**config.mk**
```make
export PLATFORM = sky130hd
export DESIGN_NAME = simon_round_engine
export DESIGN_NICKNAME = d
export VERILOG_FILES = /design/src/rtl/simon_pkg.sv /design/src/rtl/simon_round_f.sv /design/src/rtl/simon_round_engine.sv
export SDC_FILE = /design/constraint.sdc
export NUM_CORES = 1
export LEC_CHECK = 0
export ABC_AREA = 1
export CORE_AREA = 8 8 158 160
export CTS_CLUSTER_DIAMETER = 60
export DETAILED_ROUTE_END_ITERATION = 8
export DIE_AREA = 0 0 166 168
export PLACE_DENSITY = 0.94
export SYNTH_ARGS = -nofsm -noshare
export SYNTH_HDL_FRONTEND = slang
export SYNTH_SLANG_ARGS = --single-unit
```
**constraint.sdc**
```tcl
create_clock -name clk -period 3 [get_ports clk]
set_input_delay 0.75 -clock clk [delete_from_list [all_inputs] [get_ports clk]]
set_output_delay 0.75 -clock clk [all_outputs]
set_load 0.01 [all_outputs]
```
**src/rtl/simon_pkg.sv**
```systemverilog
// Shared constants, FSM state encoding and the rotate helper for the Simon 128/256 round engine.
package simon_pkg;
  localparam int ROUNDS  = 72;
  localparam int WORD_W  = 64;
  localparam int KEY_LAT = 2;

  typedef enum logic [1:0] {
    IDLE = 2'd0,
    RUN  = 2'd1,
    DONE = 2'd2
  } state_t;

  function automatic logic [WORD_W-1:0] rotl(input logic [WORD_W-1:0] v, input int unsigned n);
    return (v << n) | (v >> (WORD_W - n));
  endfunction
endpackage

```
**src/rtl/simon_round_f.sv**
```systemverilog
// Simon round function f(a) folded with the key and partner-word XOR; used for both directions.
module simon_round_f
  import simon_pkg::*;
(
  input  logic [WORD_W-1:0] f_in,
  input  logic [WORD_W-1:0] xor_in,
  input  logic [WORD_W-1:0] k,
  output logic [WORD_W-1:0] res
);
  assign res = xor_in ^ k ^ ((rotl(f_in, 1) & rotl(f_in, 8)) ^ rotl(f_in, 2));
endmodule

```
**src/rtl/simon_round_engine.sv**
```systemverilog
// Iterative Simon 128/256 engine: streams 72 key reads, one Feistel round per returned key.
// Optional decrypt path enabled by defining SIMON_DECRYPT_EN.
module simon_round_engine
  import simon_pkg::*;
(
  input  logic                clk,
  input  logic                rst,
  input  logic                key_compute_start,
  input  logic                key_mem_full,
  output logic                key_rd_en,
  output logic [8:0]          key_addr,
  input  logic [WORD_W-1:0]   key_data,
  input  logic                key_data_vld,
  input  logic                in_vld,
  output logic                in_rdy,
  input  logic [2*WORD_W-1:0] in_data,
`ifdef SIMON_DECRYPT_EN
  input  logic                in_decrypt,
`endif
  output logic                out_vld,
  input  logic                out_rdy,
  output logic [2*WORD_W-1:0] out_data,
  output logic                busy
);
  localparam logic [6:0] NRD  = 7'(ROUNDS);
  localparam logic [6:0] LAST = 7'(ROUNDS - 1);

  state_t            state, state_nxt;
  logic              keys_ok;
  logic [6:0]        rd_cnt, rx_cnt;
  logic [WORD_W-1:0] x, y, f_in, xor_in, f_out;
  logic              accept, abort, round_en;

  assign accept   = (state == IDLE) && in_vld && keys_ok;
  assign abort    = (state == RUN) && key_compute_start;
  assign round_en = (state == RUN) && key_data_vld && !abort;

`ifdef SIMON_DECRYPT_EN
  logic decrypt;

  always_ff @(posedge clk) begin
    if (rst)         decrypt <= 1'b0;
    else if (accept) decrypt <= in_decrypt;
  end

  // Decrypt runs f on y and walks the key memory from the top down.
  assign f_in     = decrypt ? y : x;
  assign xor_in   = decrypt ? x : y;
  assign key_addr = {2'b00, decrypt ? (LAST - rd_cnt) : rd_cnt};
`else
  assign f_in     = x;
  assign xor_in   = y;
  assign key_addr = {2'b00, rd_cnt};
`endif

  simon_round_f u_round_f (
    .f_in   (f_in),
    .xor_in (xor_in),
    .k      (key_data),
    .res    (f_out)
  );

  always_comb begin
    state_nxt = state;
    in_rdy    = 1'b0;
    key_rd_en = 1'b0;
    out_vld   = 1'b0;
    unique case (state)
      IDLE: begin
        in_rdy = keys_ok;
        if (accept) state_nxt = RUN;
      end
      RUN: begin
        key_rd_en = (rd_cnt < NRD);
        if (abort)                               state_nxt = IDLE;
        else if (key_data_vld && rx_cnt == LAST) state_nxt = DONE;
      end
      DONE: begin
        out_vld = 1'b1;
        if (out_rdy) state_nxt = IDLE;
      end
      default: state_nxt = IDLE;
    endcase
  end

  assign busy     = (state != IDLE);
  assign out_data = (state == DONE) ? {x, y} : '0;

  always_ff @(posedge clk) begin
    if (rst) begin
      state   <= IDLE;
      keys_ok <= 1'b0;
      rd_cnt  <= '0;
      rx_cnt  <= '0;
      x       <= '0;
      y       <= '0;
    end else begin
      state <= state_nxt;
      // A restart wins over a same-cycle full pulse.
      if (key_compute_start) keys_ok <= 1'b0;
      else if (key_mem_full) keys_ok <= 1'b1;

      if (accept) begin
        x      <= in_data[2*WORD_W-1:WORD_W];
        y      <= in_data[WORD_W-1:0];
        rd_cnt <= '0;
        rx_cnt <= '0;
      end else if (abort) begin
        rd_cnt <= '0;
        rx_cnt <= '0;
      end else begin
        if (key_rd_en) rd_cnt <= rd_cnt + 7'd1;
        if (round_en) begin
          rx_cnt <= rx_cnt + 7'd1;
`ifdef SIMON_DECRYPT_EN
          if (decrypt) begin
            x <= y;
            y <= f_out;
          end else
`endif
          begin
            x <= f_out;
            y <= x;
          end
        end
      end
    end
  end
endmodule

```
==> results.json, run 1 <==
{
  "placed_area_mm2": 0.0150,
  "cts_tree": "done",
  "slew_violations": 0,
  "die_area_mm2": 0.0279,
  "place_congestion": 0.899,
  "rsz0062_at_grt": "false",
  "crit_arrival_ns": 2.18,
  "syn2layout_area_growth_pct": 33.6,
  "cts_buffers": 17,
  "grt_pass1_wl_um": 66900,
  "cts-root-buf": "clkbuf_16",
  "setup_viol": 0,
  "power_leakage_nw": 7.15,
  "hpwl_um": 30500,
  "fin_nets": 2732,
  "fin_crit_ns": 2.93,
  "p_clk_share_pct": 42.4,
  "worst_hold_path_type": "reg -> reg",
  "p_sw_mw": 1.57,
  "syn_inst": 2292,
  "required_ns": 2.25,
  "vias_per_cell": 5.27,
  "drive_gt1_share_pct": 2.28,
  "fin_tns_setup_ns": 0,
  "ir_drop_mv": 0.322,
  "slowest_delay_ns": 0.59,
  "vias": 14924,
  "core_area_mm2": 0.0224,
  "grt_max_degree": 130,
  "seqCellArea_mm2": 0.00290,
  "cellPowerDensity_mw_per_mm2": 336,
  "yosysSeqAreaShare_pct": 24.8,
  "cp_cell_sequence": "inv_1, nor2_4, bufinv_16, nor2_1, clkdlybuf4s50_1",
  "io_buffers": 337,
  "reg2reg_slack_ns": 1.08,
  "wl_per_cell_um": 14.9,
  "initial_core_util_pct": 52.4,
  "startpoint": "state[1]",
  "ys_ff_latch": 145,
  "endpoint": "out_data[78]",
  "fin_crit_sh_pct": 97.7,
  "synth_edf_count": 0,
  "r2r_start": "state[0]",
  "ff2ff_path_depth": 8,
  "cts_sinks": 145,
  "multi_input_area_mm2": 0.00740,
  "status": "finished, final reports clean",
  "grt_usage_pct": 28.7,
  "power_mw": 5.25,
  "antenna_found_initial": 3,
  "ys_types": 27,
  "max_slew_margin_pct": 56.0,
  "cp-end-kind": "primary output",
  "ant_nets": 0,
  "clkLatencyLatePin_ns": 0.43,
  "worst_setup_path_start_kind": "register",
  "finClkSkew_ns": 0.0164,
  "overflow": 0,
  "synth_area_mm2": 0.0117,
  "wl_um": 42200,
  "switching_share_pct": 29.8,
  "synth_area_per_cell_um2": 5.11,
  "io_pins": 340,
  "max_freq_mhz": 341,
  "cap_violations": 0,
  "ys.warnings.count": 0,
  "worst-path-buf-inv": 3,
  "ctsHoldBuffers": 0,
  "die_h_um": 168,
  "h-tree-depth": 4,
  "hold_viol": 0,
  "fin_area_mm2": 0.0156,
  "crit_fanout": 65,
  "dr.pass1.iters": 6,
  "clk_pin_slew_worst_paths_ns": 0.06,
  "internal-power_mw": 3.69,
  "p_seq_share_pct": 39.5,
  "fill_cells": 1849,
  "yosys_most_used_dff": "dfxtp_1",
  "cts_buffer_depth": 2,
  "cts_setup_buffers": 0,
  "die_w_um": 166,
  "worstSetupPathDepth": 5,
  "crit_path_top_delay_cell": "clkdlybuf4s50_1",
  "power_frac_comb_pct": 18.0,
  "core.rowCount": 55,
  "grt_pass1_vias": 13834,
  "drtIter0Drc": 1516,
  "reg2reg_to": "xor_in[38]",
  "criticalPathCategory": "reg -> out",
  "async_flop_share_pct": 0,
  "tightestPinTransition_ns": 0.658,
  "drc": 0,
  "crit_family": "buffers and inverters"
}
==> metrics by stage <==
step / hold WS [ns] / worst slack, ns / std cells / util (%)
after floorplan: 0.452 / 0.964 / 2293 / -
after global placement: 0.463 / 0.383 / 2796 / 67.1
after detailed placement: 0.481 / 0.193 / 2796 / 67.1
after CTS: 0.488 / 0.0208 / 2828 / 69.9
after global routing: 0.514 / 0.00644 / 2831 / 70.0
final: 0.495 / 0.0704 / 2831 / 70.0
==> worst min path at each step <==
stage | start | endpoint | cells after the start
after floorplan | rx_cnt[5] | rx_cnt[5] | 2
after global placement | rx_cnt[5] | rx_cnt[5] | 2
after detailed placement | rx_cnt[5] | rx_cnt[5] | 2
after CTS | rx_cnt[5] | rx_cnt[5] | 2
after global routing | rx_cnt[5] | rx_cnt[5] | 2
final | rx_cnt[5] | rx_cnt[5] | 2
==> synthesized netlist by cell type (5+ instances only) <==
master / count / area, um2
a21oi_1: 29 / 145
buf_1: 5 / 18.8
buf_2: 16 / 80.1
buf_4: 11 / 82.6
buf_6: 11 / 124
clkbuf_1: 91 / 342
dfxtp_1: 145 / 2900
inv_1: 208 / 781
nand2_1: 966 / 3630
nand3_1: 184 / 921
nor2_1: 485 / 1820
o21ai_0: 63 / 315
o21ai_1: 29 / 145
xnor2_1: 15 / 131
xor2_1: 17 / 149
==> placed cells by master, fill, tap and decap left out, types with 29 or more instances in the layout <==
| cell type | count |
|---|---|
| o21ai_0 | 63 |
| o21ai_1 | 29 |
| dfxtp_1 | 145 |
| a21oi_1 | 29 |
| nand2_1 | 965 |
| inv_1 | 207 |
| nand3_1 | 183 |
| nor2_1 | 484 |
| clkdlybuf4s50_1 | 336 |
==> flip-flops by register name (all words and copies together), names as in the netlist <==
name     count
rd_cnt       7
f_in        64
rx_cnt       7
keys_ok      1
xor_in      64
state        2
==> layer usage <==
metal,wire length (um),vias up,track usage (%)
li1,-,7387,-
met1,16200,6688,32.0
met2,20400,717,50.6
met3,3850,130,6.52
met4,1800,2,14.8
met5,13,-,0
==> power groups by stage <==
stage	Clock (mW)	Sequential [mW]	Combinational [mW]
detailed placement	0	2.12	0.916
CTS	2.24	2.07	0.931
global placement	0	2.11	0.891
finish	2.23	2.08	0.948
floorplan	0	2.05	0.549
global route	2.33	2.09	1.05
==> what timing repair did <==
item                                    CTS  global route
gates resized for setup                   3             3
cloned                                    0             1
endpoints found under the hold margin     0             0
endpoints found under the setup margin  128           129
==> cells by family (layout without fill, tap and decap cells) <==
family	Yosys count	after routing	share of synthesized area [%]
other	1	4	0.0320
adder cells (fa/ha/maj)	2	2	0.214
AO/OA/AOI/OAI	123	123	5.30
XOR/XNOR	32	32	2.39
buffers and inverters	344	595	12.3
AND/OR/NAND/NOR	1645	1645	55.0
flip-flops	145	145	24.8
==> area by class of cell <==
cell class	count	area share, %
diodes	2	0.0320
repair inverters	1	0.0560
clock inverters	15	1.10
clock buffers	17	2.72
inverters	210	5.22
multi-input cells	1804	47.3
flip-flops and latches	145	18.5
repair buffers	352	22.7
well taps	285	2.28
==> worst reg2reg max path: cells and delay by family, from the launching register on <==
kind                   cells  cell delay, ns
DFF                        1            0.43
and+or+nand+nor            6            0.98
buffers and inverters      2            0.39
(Power assumes the default switching activity.)
==> run 2: changes to the inputs <==
--- a/config.mk
+++ b/config.mk
@@ -6,11 +6,12 @@
 export NUM_CORES = 1
 export LEC_CHECK = 0
 export ABC_AREA = 1
-export CORE_AREA = 8 8 158 160
+export CORE_AREA = 8 8 144 146
 export CTS_CLUSTER_DIAMETER = 60
 export DETAILED_ROUTE_END_ITERATION = 8
-export DIE_AREA = 0 0 166 168
-export PLACE_DENSITY = 0.94
+export DIE_AREA = 0 0 152 154
+export DONT_BUFFER_PORTS = 1
+export PLACE_DENSITY = 0.87
 export SYNTH_ARGS = -nofsm -noshare
 export SYNTH_HDL_FRONTEND = slang
 export SYNTH_SLANG_ARGS = --single-unit
==> constraint.sdc (replaced) <==
create_clock -name clk -period 3.2 [get_ports clk]
set_input_delay 0.8 -clock clk [delete_from_list [all_inputs] [get_ports clk]]
set_output_delay 0.8 -clock clk [all_outputs]
set_load 0.01 [all_outputs]
==> run 2 against run 1 <==
Against the previous run:
- clock power decreased by 4%
- clock skew is 0.0040 ns lower
- critical path type unchanged
- sequential cell count unchanged
- via count fell by 11%
- die area fell by 16%
- total power shrank 12%
- worst hold slack worse by 0.055 ns
==> results.json, run 2 (synthesized netlist as in run 1, its figures left out) <==
{
  "cts_sinks": 145,
  "ir_drop_mv": 0.351,
  "initial_core_util_pct": 63.5,
  "io_buffers": 0,
  "grt_max_degree": 180,
  "mostFrequentLayoutCells": "nand2_1 (966), nor2_1 (485), inv_1 (207), nand3_1 (183), dfxtp_1 (145)",
  "cp-end-kind": "primary output",
  "fin_tns_setup_ns": 0,
  "clk_pin_slew_worst_paths_ns": 0.07,
  "final_common_cell": "nand2_1",
  "setup_viol": 0,
  "p_sw_mw": 1.29,
  "h-tree-depth": 4,
  "cellPowerDensity_mw_per_mm2": 382,
  "cts_tree": "done",
  "cts-root-buf": "clkbuf_16",
  "wl_per_cell_um": 14.7,
  "power_frac_comb_pct": 11.7,
  "dr.pass1.iters": 6,
  "fin_hold_ws_ns": 0.440,
  "die_h_um": 154,
  "syn2layout_area_growth_pct": 3.31,
  "die_area_mm2": 0.0234,
  "wl_um": 35800,
  "io_pins": 340,
  "grt_pass1_vias": 12061,
  "vias": 13322,
  "hpwl_um": 25900,
  "crit_fanout": 129,
  "required_ns": 2.40,
  "ctsHoldBuffers": 0,
  "internal-power_mw": 3.33,
  "power_leakage_nw": 5.85,
  "die_w_um": 152,
  "cts_buffer_depth": 2,
  "power_mw": 4.62,
  "cts_buffers": 17,
  "slew_violations": 0,
  "grt_pass1_wl_um": 57200,
  "p_clk_share_pct": 46.2,
  "finClkSkew_ns": 0.0124,
  "fin_nets": 2386,
  "core.rowCount": 50,
  "criticalPathCategory": "reg -> out",
  "vias_per_cell": 5.47,
  "p_seq_share_pct": 42.1,
  "place_congestion": 0.871,
  "fin_crit_ns": 2.93,
  "switching_share_pct": 28.0,
  "fin_crit_sh_pct": 91.7,
  "hold_viol": 0,
  "status": "finished, final reports clean",
  "rsz0062_at_grt": "false",
  "ant_nets": 0,
  "max_freq_mhz": 341,
  "drive_gt1_share_pct": 2.09,
  "grt_usage_pct": 29.0,
  "drtIter0Drc": 906,
  "worst_hold_path_type": "in -> reg",
  "drc": 0,
  "core_area_mm2": 0.0185,
  "worst_setup_path_start_kind": "register",
  "antenna_found_initial": 5,
  "cts_setup_buffers": 0,
  "overflow": 0,
  "clkLatencyLatePin_ns": 0.42,
  "ctsResizeCount": 0,
  "tightestPinTransition_ns": 1.18,
  "max_slew_margin_pct": 21.1,
  "fill_cells": 1729,
  "crit_arrival_ns": 2.13,
  "cap_violations": 0
}
[run 2: cell types whose count changed in the layout (fill, tap and decap cells not counted), moves of 3 or more]
cell | before | now
diode_2 | 2 | 5
buf_4 | 10 | 5
inv_6 | 6 | 3
clkdlybuf4s50_1 | 336 | 0
buf_12 | 6 | 2
[run 2: layout make-up]
cell class / instances / area (um2) / area share [%]
diodes: 5 / 12.5 / 0.103
clock buffers: 19 / 453 / 3.74
clock inverters: 13 / 175 / 1.45
inverters: 210 / 792 / 6.55
multi-input cells: 1804 / 7390 / 61.1
flip-flops and latches: 145 / 2900 / 24.0
well taps: 234 / 293 / 2.42
repair buffers: 7 / 77.6 / 0.641
[run 2: per-stage QoR]
stage                     cells  utilization, %  cell area, um2  setup WS, ns
final                      2437            65.6           12100         0.267
after detailed placement   2400            62.1           11500         0.725
after global placement     2400            62.1           11500         0.803
after CTS                  2432            65.5           12100         0.262
after floorplan            2293               -           11700          1.11
after global routing       2437            65.6           12100         0.117
[run 2: layer usage]
metal | vias up | GRT usage [%] | wire (um) | part of all wire, %
li1 | 6699 | - | - | -
met1 | 5875 | 32.7 | 13500 | 38
met2 | 649 | 50.2 | 17300 | 48
met3 | 99 | 7.85 | 3680 | 10
met4 | 0 | 14.2 | 1280 | 3.6
met5 | - | 0 | 0 | 0
[run 2: path summary, 6_finish.rpt]
path              startpoint      endpoint  slack [ns]  cells past startpoint
setup / recovery    state[1]  out_data[98]        0.27                      4
hold reg to reg    rx_cnt[1]     rx_cnt[1]        0.49                      2
setup reg to reg    state[0]      f_in[11]        1.19                      6
hold / removal           rst    xor_in[35]        0.44                      1
[run 2: worst max-delay path, stage by stage (launching register included)]
cell     delay (ns)
dfxtp_1        0.38
inv_1          0.08
nor2_1         0.32
inv_4          0.47
nor2_1         0.41
[run 2: power by group through the flow]
| stage | registers [mW] | clock network, mW | logic, mW |
|---|---|---|---|
| finish | 1.95 | 2.14 | 0.540 |
| global route | 1.96 | 2.23 | 0.619 |
| CTS | 1.94 | 2.16 | 0.536 |
| detailed placement | 1.98 | 0 | 0.531 |
| global placement | 1.98 | 0 | 0.510 |
| floorplan | 1.92 | 0 | 0.515 |
